## src/rtl/blink_period_monitor.sv

```systemverilog
// Blink period monitor: synchronises an asynchronous blink waveform, measures
// the clock-cycle spacing of its rising edges, flags out-of-tolerance periods
// and raises a stuck flag when no rising edge arrives within a timeout.
module blink_period_monitor #(
    parameter int unsigned CNT_W      = 21,
    parameter int unsigned EXP_PERIOD = 20,
    parameter int unsigned TOL        = 2,
    parameter int unsigned TIMEOUT    = 100,
    parameter int unsigned EDGE_W     = 16
) (
    input  logic              clk,
    input  logic              reset,
    input  logic              blink_in,
    output logic [CNT_W-1:0]  period,
    output logic              period_valid,
    output logic              mismatch,
    output logic              stuck,
    output logic [EDGE_W-1:0] edge_count
);

    localparam logic [CNT_W-1:0] CNT_MAX   = '1;
    localparam logic [CNT_W-1:0] CNT_ONE   = CNT_W'(1);
    localparam logic [CNT_W-1:0] EXP_C     = CNT_W'(EXP_PERIOD);
    localparam logic [CNT_W-1:0] TOL_C     = CNT_W'(TOL);
    localparam logic [CNT_W-1:0] TIMEOUT_C = CNT_W'(TIMEOUT);

    typedef enum logic [1:0] {
        IDLE    = 2'd0,
        MEASURE = 2'd1,
        STUCK   = 2'd2
    } state_t;

    state_t            state;
    state_t            state_next;

    logic              s1;
    logic              s2;
    logic              prev;
    logic              rise;

    logic [CNT_W-1:0]  cnt;
    logic [CNT_W-1:0]  diff;
    logic              out_of_tol;
    logic              timeout_hit;

    logic [CNT_W-1:0]  period_next;
    logic              period_valid_next;
    logic              mismatch_next;
    logic              stuck_next;
    logic [EDGE_W-1:0] edge_count_next;

    // Two-flop synchroniser plus a delayed copy for rising-edge detection.
    always_ff @(posedge clk or posedge reset) begin
        if (reset) begin
            s1   <= 1'b0;
            s2   <= 1'b0;
            prev <= 1'b0;
        end else begin
            s1   <= blink_in;
            s2   <= s1;
            prev <= s2;
        end
    end

    assign rise        = s2 & ~prev;
    assign diff        = (cnt >= EXP_C) ? (cnt - EXP_C) : (EXP_C - cnt);
    assign out_of_tol  = (diff > TOL_C);
    assign timeout_hit = (cnt == TIMEOUT_C);

    // Cycles since the last rising edge; restarts at 1 so N-cycle spacing reads N.
    always_ff @(posedge clk or posedge reset) begin
        if (reset) begin
            cnt <= '0;
        end else if (rise) begin
            cnt <= CNT_ONE;
        end else if (cnt != CNT_MAX) begin
            cnt <= cnt + CNT_ONE;
        end
    end

    // State register.
    always_ff @(posedge clk or posedge reset) begin
        if (reset) begin
            state <= IDLE;
        end else begin
            state <= state_next;
        end
    end

    // Next-state and next-output logic; a rise always beats a same-cycle timeout.
    always_comb begin
        state_next        = state;
        period_next       = period;
        period_valid_next = 1'b0;
        mismatch_next     = mismatch;
        stuck_next        = stuck;
        edge_count_next   = edge_count;

        case (state)
            IDLE: begin
                if (rise) begin
                    state_next      = MEASURE;
                    edge_count_next = edge_count + EDGE_W'(1);
                end else if (timeout_hit) begin
                    state_next = STUCK;
                    stuck_next = 1'b1;
                end
            end
            MEASURE: begin
                if (rise) begin
                    period_next       = cnt;
                    period_valid_next = 1'b1;
                    mismatch_next     = out_of_tol;
                    edge_count_next   = edge_count + EDGE_W'(1);
                end else if (timeout_hit) begin
                    state_next = STUCK;
                    stuck_next = 1'b1;
                end
            end
            STUCK: begin
                stuck_next = 1'b1;
                if (rise) begin
                    state_next      = MEASURE;
                    stuck_next      = 1'b0;
                    edge_count_next = edge_count + EDGE_W'(1);
                end
            end
            default: begin
                state_next = IDLE;
            end
        endcase
    end

    // Registered outputs.
    always_ff @(posedge clk or posedge reset) begin
        if (reset) begin
            period       <= '0;
            period_valid <= 1'b0;
            mismatch     <= 1'b0;
            stuck        <= 1'b0;
            edge_count   <= '0;
        end else begin
            period       <= period_next;
            period_valid <= period_valid_next;
            mismatch     <= mismatch_next;
            stuck        <= stuck_next;
            edge_count   <= edge_count_next;
        end
    end

endmodule

```

## config.mk

```make
export PLATFORM = sky130hd
export DESIGN_NAME = blink_period_monitor
export DESIGN_NICKNAME = d
export VERILOG_FILES = /design/src/rtl/blink_period_monitor.sv
export SDC_FILE = /design/constraint.sdc
export NUM_CORES = 1
export LEC_CHECK = 0
export BUFFER_PORTS_ARGS = -buffer_cell sky130_fd_sc_hd__buf_2
export CAP_MARGIN = 5
export CORE_ASPECT_RATIO = 1.2
export CORE_MARGIN = 2
export CORE_UTILIZATION = 52
export CTS_CLUSTER_DIAMETER = 60
export DETAILED_ROUTE_END_ITERATION = 8
export PLACE_DENSITY = 0.75
export SLEW_MARGIN = 20
export SYNTH_ARGS = -nofsm -noshare
export SYNTH_HDL_FRONTEND = slang
export SYNTH_SLANG_ARGS = --single-unit
```

## constraint.sdc

```tcl
create_clock -name clk -period 2.26 [get_ports clk]
set_input_delay 0.113 -clock clk [delete_from_list [all_inputs] [get_ports clk]]
set_output_delay 0.113 -clock clk [all_outputs]
set_load 0.01 [all_outputs]
```

==> results.py <==
metrics = {
    "power": {
        "p_total_uw": 3380,
        "p_leak_uw": 0.00202,
        "power_density_nw_per_um2": 815,
        "ir_drop_mv": 0.719,
    },
    "floorplan": {
        "die_h_um": 92.6,
        "core_area_sq_um": 6370,
        "start_util": 0.534,
        "num_rows": 32,
        "die-width_um": 77.8,
        "io_pins": 43,
        "die_area_sq_um": 7210,
    },
    "yosys": {
        "netlist_area_sq_um": 3400,
        "synth_area_leaders": "dfrtp_1, mux2_2, xnor2_1",
        "synth_ff_type": "dfrtp_1",
        "yosysTopAreaCell": "dfrtp_1",
        "synth_top_cell_area_share": 0.486,
        "synth_edf_count": 0,
        "synth_nets": 320,
        "ys_seq_elements": 66,
        "ys_seq_area_frac": 0.486,
        "synth_cells": 309,
        "synth_most_common_cell": "dfrtp_1",
        "ys_types": 53,
        "synth_commonest_cells": "dfrtp_1, nor2_1, mux2_2, xnor2_1, nand4_1",
        "ys_warn_count": 0,
        "async_reset_ff_frac": 1.00,
        "syn_avg_cell_area_sq_um": 11.0,
    },
    "timing": {
        "slew_headroom": 0.637,
        "clock-skew-final_ns": 0.00562,
        "period_share": 0.954,
        "tightest_slew_ns": 0.543,
        "drv_slew": 0,
        "setup_viol": 0,
        "rsz0062_at_grt": "yes",
        "min_period_ns": 2.16,
        "hold_viol": 0,
        "max_freq_mhz": 464,
    },
    "routing": {
        "ant_nets": 0,
        "via_count": 2633,
        "drt-initial-drc-count": 156,
        "drt-total-wl_um": 7550,
        "routedWlPerCell_um": 16.3,
        "drc": 0,
        "via_per_inst": 5.67,
        "drt-pass1-iter-count": 4,
    },
    "grt": {
        "grt_max_degree": 26,
        "grt_pass1_vias": 2610,
        "grt_antenna_before_repair": 0,
        "grt_pass1_wl_um": 12400,
        "track_usage": 0.222,
        "grt.overflow.total": 0,
    },
    "worst_setup_path": {
        "crit_chain": "inv_1, ha_2, nand3_2, nand2b_4, nor3_2, or4b_1, a2111oi_4, a31oi_1",
        "slowest_delay_ns": 0.55,
        "cp_max_fo": 4,
        "cp-end-kind": "register",
        "cp_data_arrival_time_ns": 2.38,
        "required_ns": 2.48,
        "cp-start-kind": "register",
        "critPathKind": "register to register",
        "slowest_stage": "or4b_1",
        "rrSetupSlack_ns": 0.10,
    },
    "cts": {
        "clk_path_buf_depth": 2,
        "numCtsBuffers": 9,
        "clk_pin_slew_ns": 0.08,
        "numClockSinks": 66,
        "cts_tree": "built",
        "clkLatencyLatePin_ns": 0.35,
        "ctsRootBufferMaster": "clkbuf_8",
        "htreeDepth": 3,
    },
    "place": {
        "io_buffer_count": 42,
        "gp_congestion": 0.866,
        "hpwlAfterDp_um": 5210,
        "placed_cell_area_sq_um": 3820,
    },
    "final_layout": {
        "fill_cells": 505,
        "fin_nets": 385,
        "final_util": 0.651,
        "n_antenna_cell": 0,
        "final_design_area_no_fill_sq_um": 4140,
        "drive_gt1_frac": 0.348,
        "area_growth_pct": 21.8,
    },
    "min_path": {
        "min_path_type": "primary input to asynchronous set/reset pin",
    },
    "run": {
        "maxCapViolations": 0,
    },
    "outcome": {
        "status": "completed",
    },
}
==> flip-flops by register name, indices dropped and copies added (netlist names) <==
register and flops:
cnt 21, period_valid 1, mismatch 1, edge_count 16, prev 1, s1 1
period 21, state 2, stuck 1, s2 1
==> metrics by stage <==
stage / instances / setup WS [ns] / hold WS (ns) / TNS (ns)
after floorplan: 309 / 0.119 / 0.144 / 0
final: 464 / 0.104 / 0.340 / 0
after global routing: 464 / -0.0303 / 0.373 / -0.0303
after global placement: 446 / 0.159 / 0.171 / 0
after detailed placement: 446 / 0.0759 / 0.180 / 0
after CTS: 464 / 0.00195 / 0.356 / 0
==> cells by family after synthesis <==
family	share of synthesized area
AND/OR/NAND/NOR	0.215
flip-flops	0.486
XOR/XNOR	0.0927
AO/OA/AOI/OAI	0.0695
buffers and inverters	0.0346
multiplexers	0.0728
adder cells (fa/ha/maj)	0.0294
==> cells in the final DEF (no fill, tap or decap), drive strengths merged, types with 3 or more instances in the layout <==
master and count:
inv 9, buf 66, and3 7, mux2 22
a21oi 7, clkbuf 11, a31oi 7, o21ai 8
or3 7, xnor2 22, ha 8, or4 4
a21o 3, nand3 12, nand4 16, nor2 30
dfrtp 66, nand2b 4, nand2 13, nor3 8
nor4 6, xor2 14, nor2b 3
==> report_power, final <==
group / internal, uW / leakage (uW) / switching [uW]
Combinational: 379 / 0.00103 / 443
Clock: 657 / 0.000110 / 476
Sequential: 1300 / 0.000879 / 117
==> critical path: cells and delay by family, from the launching register on <==
family | cells | cell delay (ns)
compound gates | 2 | 0.49
buf+inv | 1 | 0.09
fa+ha+maj | 1 | 0.23
flops | 1 | 0.38
simple gates | 4 | 0.84
==> timing repair <==
item / CTS / global route
setup buffers: 0 / 0
hold buffers: 2 / 0
endpoints found under the setup margin: 0 / 2
gates resized for setup: 0 / 15
hold endpoints to repair: 24 / 0
==> cell type report <==
cell class	count	area, sq um	share of cell area
Clock buffer	11	141	0.0341
Tap cell	85	106	0.0257
Inverter	8	30.0	0.00725
Timing Repair Buffer	68	410	0.0991
Sequential cell	66	1650	0.399
Clock inverter	5	85.1	0.0205
Multi-Input combinational cell	221	1720	0.414
==> per-layer routing <==
layer,vias to the layer above,global-route usage,wire length (um)
met1,1308,0.273,3170
li1,1231,-,-
met4,0,0.116,189
met3,17,0.0429,337
met5,-,0,0
met2,77,0.369,3850
==> final timing paths <==
kind	startpoint	endpoint	cells after the start
worst min-delay path	reset	period[16]	3
min in group clk	s1	s2	0
worst min register to register	s1	s2	0
worst max register to register	cnt[0]	mismatch	8
worst max-delay path	cnt[0]	mismatch	8
max in group asynchronous	reset	cnt[2]	4
No activity file was read; power rests on OpenSTA's default activity.
